**src/rtl/pc_gen.sv**
```systemverilog
// Fetch program-counter generator: increment, stall, prioritised redirects (exc > br > jmp > buffered).
// Latency: one cycle from redirect/increment to pc_o; pc_plus_o is combinational from pc_o.
// Backpressure: pc_write=0 holds pc_o and buffers one redirect; PC_ALIGN_CHECK_EN traps misaligned targets.
module pc_gen #(
   parameter int              PC_W      = 32,
   parameter logic [PC_W-1:0] RESET_VEC = 'h0000_0000,
   parameter logic [PC_W-1:0] EXC_VEC   = 'h8000_0004,
   parameter int              INC       = 4
) (
   input  logic            clk,
   input  logic            reset_n,
   input  logic            pc_write,
   input  logic            flush_exc,
   input  logic            br_valid,
   input  logic [PC_W-1:0] br_target,
   input  logic            jmp_valid,
   input  logic [PC_W-1:0] jmp_target,
   output logic [PC_W-1:0] pc_o,
   output logic [PC_W-1:0] pc_plus_o,
   output logic            redirect_pending_o,
   output logic            misalign_o,
   output logic [PC_W-1:0] badaddr_o
);

   typedef enum logic {
      KIND_BR  = 1'b0,
      KIND_JMP = 1'b1
   } kind_e;

   typedef struct packed {
      logic            vld;
      kind_e           kind;
      logic [PC_W-1:0] target;
   } pend_t;

   logic [PC_W-1:0] pc_q;
   logic [PC_W-1:0] pc_nxt;
   pend_t           pend_q;
   pend_t           pend_nxt;
   logic            load_en;
   logic [PC_W-1:0] load_tgt;
   logic            trap;

   assign pc_plus_o          = pc_q + PC_W'(INC);
   assign pc_o               = pc_q;
   assign redirect_pending_o = pend_q.vld;

`ifdef PC_ALIGN_CHECK_EN
   localparam logic [PC_W-1:0] ALIGN_MASK = PC_W'(INC - 1);
   assign trap = load_en && ((load_tgt & ALIGN_MASK) != '0);
`else
   assign trap = 1'b0;
`endif

   always_comb begin
      pc_nxt   = pc_q;
      pend_nxt = pend_q;
      load_en  = 1'b0;
      load_tgt = '0;
      if (flush_exc) begin
         pc_nxt       = EXC_VEC;
         pend_nxt.vld = 1'b0;
      end else if (pc_write) begin
         pend_nxt.vld = 1'b0;
         if (br_valid) begin
            load_en  = 1'b1;
            load_tgt = br_target;
         end else if (jmp_valid) begin
            load_en  = 1'b1;
            load_tgt = jmp_target;
         end else if (pend_q.vld) begin
            load_en  = 1'b1;
            load_tgt = pend_q.target;
         end else begin
            pc_nxt = pc_plus_o;
         end
         if (load_en) begin
            pc_nxt = trap ? EXC_VEC : load_tgt;
         end
      end else begin
         // A buffered branch is older than any jump, so a jump never displaces it.
         if (br_valid) begin
            pend_nxt = '{vld: 1'b1, kind: KIND_BR, target: br_target};
         end else if (jmp_valid && (!pend_q.vld || pend_q.kind == KIND_JMP)) begin
            pend_nxt = '{vld: 1'b1, kind: KIND_JMP, target: jmp_target};
         end
      end
   end

   always_ff @(posedge clk or negedge reset_n) begin
      if (!reset_n) begin
         pc_q   <= RESET_VEC;
         pend_q <= '0;
      end else begin
         pc_q   <= pc_nxt;
         pend_q <= pend_nxt;
      end
   end

`ifdef PC_ALIGN_CHECK_EN
   logic            misalign_q;
   logic [PC_W-1:0] badaddr_q;

   always_ff @(posedge clk or negedge reset_n) begin
      if (!reset_n) begin
         misalign_q <= 1'b0;
         badaddr_q  <= '0;
      end else begin
         misalign_q <= trap;
         if (trap) begin
            badaddr_q <= load_tgt;
         end
      end
   end

   assign misalign_o = misalign_q;
   assign badaddr_o  = badaddr_q;
`else
   assign misalign_o = 1'b0;
   assign badaddr_o  = '0;
`endif

endmodule

```
**config.mk**
```make
export PLATFORM = sky130hd
export DESIGN_NAME = pc_gen
export DESIGN_NICKNAME = d
export VERILOG_FILES = /design/src/rtl/pc_gen.sv
export SDC_FILE = /design/constraint.sdc
export NUM_CORES = 1
export LEC_CHECK = 0
export BUFFER_PORTS_ARGS = -buffer_cell sky130_fd_sc_hd__clkbuf_2
export CAP_MARGIN = 0
export CELL_PAD_IN_SITES_DETAIL_PLACEMENT = 1
export CELL_PAD_IN_SITES_GLOBAL_PLACEMENT = 1
export CORE_MARGIN = 2
export CORE_UTILIZATION = 39
export CTS_BUF_LIST = sky130_fd_sc_hd__clkbuf_16
export CTS_CLUSTER_DIAMETER = 200
export CTS_CLUSTER_SIZE = 30
export DETAILED_ROUTE_END_ITERATION = 8
export HOLD_SLACK_MARGIN = 0.15
export PLACE_DENSITY_LB_ADDON = 0.1
export SLEW_MARGIN = 20
export SYNTH_ARGS = -nofsm -noshare
export SYNTH_HDL_FRONTEND = slang
export SYNTH_SLANG_ARGS = --single-unit
```
**constraint.sdc**
```tcl
create_clock -name clk -period 4.65 [get_ports clk]
set_clock_uncertainty 0.2 [all_clocks]
set_input_delay 0.2325 -clock clk [delete_from_list [all_inputs] [get_ports clk]]
set_output_delay 0.2325 -clock clk [all_outputs]
set_load 0.02 [all_outputs]
```
==> results of run 1 <==
[per-layer routing]
| layer | wire [um] | GRT usage |
|---|---|---|
| met5 | 0 | 0 |
| met4 | 382 | 0.0886 |
| met3 | 1170 | 0.0470 |
| met2 | 8190 | 0.442 |
| met1 | 7250 | 0.364 |
[worst max-delay path by stage]
stage	slack [ns]	depth (start not counted)	end	from
after global placement	1.66	7	pc_o[19]	br_valid
final	1.51	8	pend_q[0]	pc_write
after CTS	1.60	7	pend_q[22]	redirect_pending_o
after global routing	1.29	7	pend_q[0]	flush_exc
after floorplan	2.21	5	pc_plus_o[18]	pc_o[2]
after detailed placement	1.62	6	pc_o[11]	br_valid
[cell type report]
cell class | instances | area (um2)
Fill cell | 1436 | 5270
Multi-Input combinational cell | 443 | 2570
Sequential cell | 66 | 1650
Timing Repair Buffer | 215 | 1460
Clock buffer | 9 | 225
Tap cell | 143 | 179
Inverter | 9 | 33.8
Clock inverter | 7 | 28.8
[per-stage QoR]
step,area [um2],util,power (mW),instances
detailed placement,5170,0.452,1.14,803
floorplan,4690,-,0.999,600
CTS,6150,0.539,1.84,892
global placement,5170,0.452,1.12,803
global route,6150,0.539,1.92,892
finish,6150,0.539,1.84,892
[flip-flops by register name, indices dropped and copies added, names as in the netlist]
register / flops
pend_q: 33
pc_o: 32
redirect_pending_o: 1
[timing repair]
item,in CTS,in global routing
resized for setup,0,0
endpoints found under the hold margin,73,0
hold buffers,73,0
[cells by family after synthesis]
group / after synthesis
AO/OA/AOI/OAI: 165
AND/OR/NAND/NOR: 205
multiplexers: 11
XOR/XNOR: 28
buffers and inverters: 91
adder cells (fa/ha/maj): 1
other: 1
flip-flops: 66
[synth_stat cells, types with 10 or more instances]
library cell	number	share of area
a211oi_1	10	0.016
clkbuf_1	38	0.031
mux2i_1	11	0.024
o21ai_0	32	0.035
dfrtp_1	66	0.36
buf_4	35	0.057
nand2_1	99	0.081
a21oi_1	11	0.012
a31oi_1	40	0.055
o22ai_1	20	0.027
o211ai_1	13	0.021
xnor2_1	19	0.036
nand3_1	25	0.027
nor2_1	40	0.033
[report_power, final]
part | total (mW) | switching, mW | internal (mW) | leakage [nW]
combinational | 0.520 | 0.292 | 0.228 | 1.86
clock | 0.599 | 0.250 | 0.349 | 0.134
sequential | 0.717 | 0.0700 | 0.647 | 0.797
[critical path: cells and delay by family]
kind | cells | cell delay, ns
and+or+nand+nor | 2 | 0.24
buffers and inverters | 4 | 1.70
AOI/OAI and AO/OA | 2 | 1.01
==> flow_summary.toml, run 1 <==
[clock_network]
clock_latency_ns = 0.33
post_cts_buffers = 0
path_clk_slew_ns = 0.06
htreeDepth = 3
clock-sinks = 66
cts_tree = "built"
cts.path.max_buffers = 2
numCtsBuffers = 9
root_buffer = "clkbuf_16"

[timing]
holdWs_ns = 0.171
fin_ws_ns = 1.51
slew_violations = 0
timing.final.hold_violations = 0
setup_viol = 0
rsz0062_at_grt = "no"
tightest_slew_ns = 0.960
relSlewSlack = 0.359
setup_tns_ns = 0
finalCriticalPeriod_ns = 3.14
period_share = 0.675
fmax_ghz = 0.318

[place]
post-place-ws_ns = 1.62
portBuffers = 134
gp_congestion = 0.899
hpwl_mm = 11.0

[global_routing]
grtUsageTotal = 0.270
grt_first_pass_wirelength_mm = 27.1
grt_max_degree = 76
overflow = 0
first_global_vias = 5080
antenna_found_initial = 0

[job]
cap_violations = 0

[power_and_ir_drop]
leakage_nw = 2.79
irDropWorstVdd_uv = 149
p_per_area_nw_per_um2 = 299

[setup_path]
worstReg2RegEnd = "pend_q[0]"
required_ns = 4.71
critical_path.max_fanout = 37
cpPeakStageDelay_ns = 0.81
critPathSlowestCell = "a21boi_4"
cp-end-kind = "flip-flop"
arrival_ns = 3.20
reg2reg_from = "redirect_pending_o"
reg2reg_depth = 7
start_kind = "input port"
crit_chain = "dlygate4sd3_1, clkbuf_2, nor2_1, a21boi_4, buf_4, nor2_1, a31oi_1, dlygate4sd3_1"
rrSetupSlack_ns = 1.51
crit_type = "in2reg"

[hold_path]
hold_class = "in2reg"
hold_start = "br_target[13]"
holdPathStages = 4
worstHoldEndpoint = "pc_o[13]"

[synthesis]
syn-instance-count = 568
synthAdderAreaFrac = 0.00274
yosysSeqAreaShare = 0.361
yosysWarnings = 0
synthMuxAreaShare = 0.0241
synth_edf_count = 0
ys.flop_type = "dfrtp_1"
synth_area_per_cell_um2 = 8.05
netlist_area_um2 = 4570
synthArstFlopShare = 1.00
synthSimpleGateAreaFrac = 0.207
synth_compound_area_frac = 0.245
synth_top_family_by_area = "compound AO/OA/AOI/OAI gates"
synth_xor_area_frac = 0.0536
synth_cell_types = 51
ys_ff_latch = 66

[cells_and_area]
layout.nets = 815
layout-drive-gt1-share = 0.224
layout_common_cells = "clkbuf_2 (133), nand2_1 (99), dlygate4sd3_1 (73)"
diodes = 0
mostFrequentLayoutCell = "clkbuf_2"
area_growth_pct = 34.5

[floorplanning]
num_rows = 39
die-area_um2 = 12600
initial_core_util = 0.400
die_w_um = 112
fp.dieH_um = 112
io_pins = 168
core-area_um2 = 11400

[drt]
drtIter0Drc = 313
firstDrtPassIters = 5
finalWirelength_mm = 17.0
final_antenna_net_count = 0
via_per_inst = 5.64
post-route-drc-count = 0
num_vias = 5035
post_drt_wl_per_cell_um = 19.0

[outcome]
status = "completed"
(Power assumes the default switching activity.)
==> inputs of run 2 (changes only) <==
--- a/config.mk
+++ b/config.mk
@@ -10,7 +10,7 @@
 export CELL_PAD_IN_SITES_DETAIL_PLACEMENT = 1
 export CELL_PAD_IN_SITES_GLOBAL_PLACEMENT = 1
 export CORE_MARGIN = 2
-export CORE_UTILIZATION = 39
+export CORE_UTILIZATION = 36
 export CTS_BUF_LIST = sky130_fd_sc_hd__clkbuf_16
 export CTS_CLUSTER_DIAMETER = 200
 export CTS_CLUSTER_SIZE = 30
==> constraint.sdc (replaced) <==
create_clock -name clk -period 3.02 [get_ports clk]
set_clock_uncertainty 0.2 [all_clocks]
set_input_delay 0.151 -clock clk [delete_from_list [all_inputs] [get_ports clk]]
set_output_delay 0.151 -clock clk [all_outputs]
set_load 0.02 [all_outputs]
==> flow_summary.toml, run 2 (synthesized netlist as in run 1, its figures left out) <==
[timing]
fmax_ghz = 0.356
fin_ws_ns = 0.213
timing.final.hold_violations = 0
slew_violations = 0
setup_viol = 0
relSlewSlack = 0.471
rsz0062_at_grt = "no"
period_share = 0.929
finalCriticalPeriod_ns = 2.81
setup_tns_ns = 0
tightest_slew_ns = 0.792

[setup_path]
crit_type = "reg2out"
cp.buffers_inverters = 1
start_kind = "flip-flop"
crit_family = "simple AND/OR/NAND/NOR gates"
required_ns = 2.67
rrSetupSlack_ns = 0.28
arrival_ns = 2.46
cp.depth = 5
critical_path.max_fanout = 7
cpPeakStageDelay_ns = 0.75
critPathSlowestCell = "or4_1"
reg2reg_depth = 7
crit_chain = "nand2_1, or4_1, nor3_2, xor2_1, clkbuf_2"
cp-end-kind = "output pin"

[floorplanning]
io_pins = 168
num_rows = 41
initial_core_util = 0.365
die-area_um2 = 13600
core-area_um2 = 12500
fp.dieH_um = 117
die_w_um = 117

[power_and_ir_drop]
total_power_mw = 2.97
p_per_area_nw_per_um2 = 459
leakage_nw = 2.91
irDropWorstVdd_uv = 216

[clock_network]
path_clk_slew_ns = 0.06
cts.path.max_buffers = 2
post_cts_buffers = 0
numCtsBuffers = 9
root_buffer = "clkbuf_16"
htreeDepth = 3
cts_tree = "built"
clock_latency_ns = 0.33
clock-sinks = 66

[place]
hpwl_mm = 11.8
portBuffers = 134
post-place-cells = 840
gp_congestion = 0.868
placed_cell_area_um2 = 5280
post-place-ws_ns = 0.584

[cells_and_area]
area_growth_pct = 41.4
stdcell_area_um2 = 6470
layout_common_cells = "clkbuf_2 (133), nand2_1 (99), dlygate4sd3_1 (91)"
layout.nets = 841
layout-drive-gt1-share = 0.226
final_cells = 948
largest_register = "pend_q"
mostFrequentLayoutCell = "clkbuf_2"
largest_reg_flops = 33

[global_routing]
grt_first_pass_wirelength_mm = 28.3
grt_max_degree = 49
overflow = 0
first_global_vias = 5250
antenna_found_initial = 2
grtUsageTotal = 0.270

[drt]
num_vias = 5162
firstDrtPassIters = 5
via_per_inst = 5.45
drtIter0Drc = 345
finalWirelength_mm = 18.1
post_drt_wl_per_cell_um = 19.1
post-route-drc-count = 0
final_antenna_net_count = 0

[hold_path]
hold_class = "in2async"

[job]
cap_violations = 0

[outcome]
status = "completed"
run 2: cell count changes in the layout (fill, tap and decap cells not counted), sizes merged:
cell         delta
clkinv          -1
diode           +1
bufinv          +1
buf             +8
dlygate4sd3    +18
run 2: through the flow:
step,hold WS [ns],util
final,0.170,0.517
after CTS,0.151,0.516
after floorplan,-0.345,-
after global placement,0.00386,0.421
after detailed placement,0.00246,0.421
after global routing,0.200,0.517
run 2: path summary, 6_finish.rpt:
path / startpoint / to
setup / recovery: pc_o[15] / pc_plus_o[26]
setup reg to reg: redirect_pending_o / pend_q[0]
hold reg to reg: pc_o[0] / pc_o[0]
min in group clk: flush_exc / pc_o[8]
max in group asynchronous: reset_n / pend_q[0]
hold / removal: reset_n / pc_o[14]
run 2: worst register-to-register path: stages, from the launching register on:
cell and delay (ns):
dfrtp_1 0.48, inv_1 0.14, o21ai_0 0.16, a21boi_4 0.50, buf_12 0.29, nor2_1 0.11
a31oi_1 0.21, dlygate4sd3_1 0.59
run 2: final cells by class:
cell class	instances	area, um2
diodes	1	2.50
well taps	172	215
fillers	1560	6050
flip-flops and latches	66	1650
repair buffers	241	1710
multi-input cells	443	2570
clock buffers	9	225
inverters	9	33.8
clock inverters	7	52.6
run 2: timing repair:
item	in CTS	in global routing
hold buffers	91	0
gates resized for setup	0	0
hold endpoints to repair	80	0
run 2: layer usage:
layer  vias to the layer above  global-route usage  part of all wire
li1                       2396                   -                 -
met1                      2556               0.362              0.44
met2                       169               0.437              0.47
met3                        39              0.0415             0.055
met4                         2               0.108             0.029
met5                         -                   0           0.00044
run 2: power breakdown:
group	internal, mW	switching, mW
Combinational	0.375	0.469
Sequential	0.997	0.106
Clock	0.622	0.396
==> inputs of run 3 (changes only) <==
--- a/config.mk
+++ b/config.mk
@@ -17,6 +17,7 @@
 export DETAILED_ROUTE_END_ITERATION = 8
 export HOLD_SLACK_MARGIN = 0.15
 export PLACE_DENSITY_LB_ADDON = 0.1
+export RECOVER_POWER = 100
 export SLEW_MARGIN = 20
 export SYNTH_ARGS = -nofsm -noshare
 export SYNTH_HDL_FRONTEND = slang
==> flow_summary.toml, run 3 (synthesized netlist as in run 1, its figures left out) <==
[outcome]
status = "finished with violations"
violations = "max-capacitance violations, max-slew violations"

[floorplanning]
die-area_um2 = 13600
num_rows = 41
fp.dieH_um = 117
initial_core_util = 0.365
die_w_um = 117
core-area_um2 = 12500
io_pins = 168

[drt]
final_antenna_net_count = 0
post-route-drc-count = 0
num_vias = 5194
finalWirelength_mm = 18.2
firstDrtPassIters = 5
post_drt_wl_per_cell_um = 19.2
via_per_inst = 5.48
drtIter0Drc = 349

[setup_path]
startpoint = "pc_o[9]"
reg2reg_from = "redirect_pending_o"
reg2reg_depth = 7
worstReg2RegEnd = "pend_q[0]"
cp-end-kind = "output pin"
start_kind = "flip-flop"
required_ns = 2.67
arrival_ns = 2.48
crit_chain = "nand3_1, or4_1, nor3_1, xor2_1, clkbuf_2"
crit_type = "reg2out"
critPathCapture = "pc_plus_o[22]"
critPathSlowestCell = "or4_1"
cpPeakStageDelay_ns = 0.64
critical_path.max_fanout = 7
rrSetupSlack_ns = 0.28

[timing]
tightest_slew_ns = 1.52
slew_violations = 26
fmax_ghz = 0.353
setup_tns_ns = 0
timing.final.hold_violations = 0
setup_viol = 0
rsz0062_at_grt = "no"
finalCriticalPeriod_ns = 2.83
period_share = 0.937
fin_ws_ns = 0.190
relSlewSlack = -0.0104

[job]
cap_violations = 1

[power_and_ir_drop]
leakage_nw = 2.71
p_per_area_nw_per_um2 = 464
irDropWorstVdd_uv = 217

[clock_network]
post_cts_buffers = 0
clock_latency_ns = 0.33
numCtsBuffers = 9
cts.path.max_buffers = 2
htreeDepth = 3
path_clk_slew_ns = 0.06
root_buffer = "clkbuf_16"
cts_tree = "built"
clock-sinks = 66

[cells_and_area]
layout.nets = 841
largest_reg_flops = 33
layout_common_cells = "nand2_1 (99), dlygate4sd3_1 (91), clkbuf_2 (78)"
mostFrequentLayoutCell = "nand2_1"
largest_register = "pend_q"
final_util = 0.508
area_growth_pct = 39.0
final_cells = 948
layout-drive-gt1-share = 0.142

[place]
gp_congestion = 0.868
post-place-cells = 840
portBuffers = 134
post-place-ws_ns = 0.584
hpwl_mm = 11.8

[global_routing]
antenna_found_initial = 2
grt_first_pass_wirelength_mm = 28.3
grtUsageTotal = 0.270
first_global_vias = 5250
overflow = 0
grt_max_degree = 49

[hold_path]
hold_class = "in2reg"
## run 3: cell types whose count changed in the layout (fill, tap and decap cells not counted), moves of 2 or more
cell      delta
clkbuf_2    -55
nor3_1       +2
clkbuf_1    +62
nor3_2       -2
buf_4        -6
## run 3: where the power goes
part | switching, mW | internal (mW) | leakage (nW)
clock network | 0.399 | 0.622 | 0.142
logic | 0.469 | 0.358 | 1.77
registers | 0.106 | 0.997 | 0.797
total | 0.973 | 1.98 | 2.71
## run 3: stage by stage
step	power, mW	area, um2	hold slack (ns)
CTS	2.95	6460	0.151
floorplan	1.54	4690	-0.345
global route	3.09	6350	0.204
finish	2.95	6350	0.172
detailed placement	1.76	5280	0.00246
global placement	1.74	5280	0.00386
## run 3: layer usage
metal  up-vias  wire (um)  track usage
met5         -          8            0
met4         2        512        0.108
met3        40        978       0.0415
met2       183       8470        0.437
met1      2576       8200        0.362
li1       2393          -            -
## run 3: how the worst min path moves through the flow
stage                 start       end  slack [ns]  cells after the start
4_1_cts        br_target[6]   pc_o[6]        0.15                      5
6_report          flush_exc   pc_o[8]        0.17                      3
2_1_floorplan       reset_n   pc_o[0]       -0.34                      0
3_3_place_gp        reset_n  pc_o[14]       0.004                      1
3_5_place_dp        reset_n  pc_o[14]       0.002                      1
5_1_grt           flush_exc   pc_o[3]        0.20                      3
## run 3: cell type report
class	count	area (um2)
sequential	66	1650
fill	1578	6160
clock inverter	7	52.6
antenna	1	2.50
tap	172	215
inverter	9	33.8
timing repair buffer	241	1620
clock buffer	9	225
multi-input combinational	443	2550
## run 3: repair_timing
action,in CTS,in global routing
hold endpoints to repair,80,0
endpoints found under the setup margin,0,0
hold buffers,91,0
gates resized for setup,0,0
## run 3: critical path, delay by kind of cell (launching register included)
family	cells	cell delay, ns
simple gates	3	1.32
flops	1	0.46
buf+inv	1	0.19
xor+xnor	1	0.18
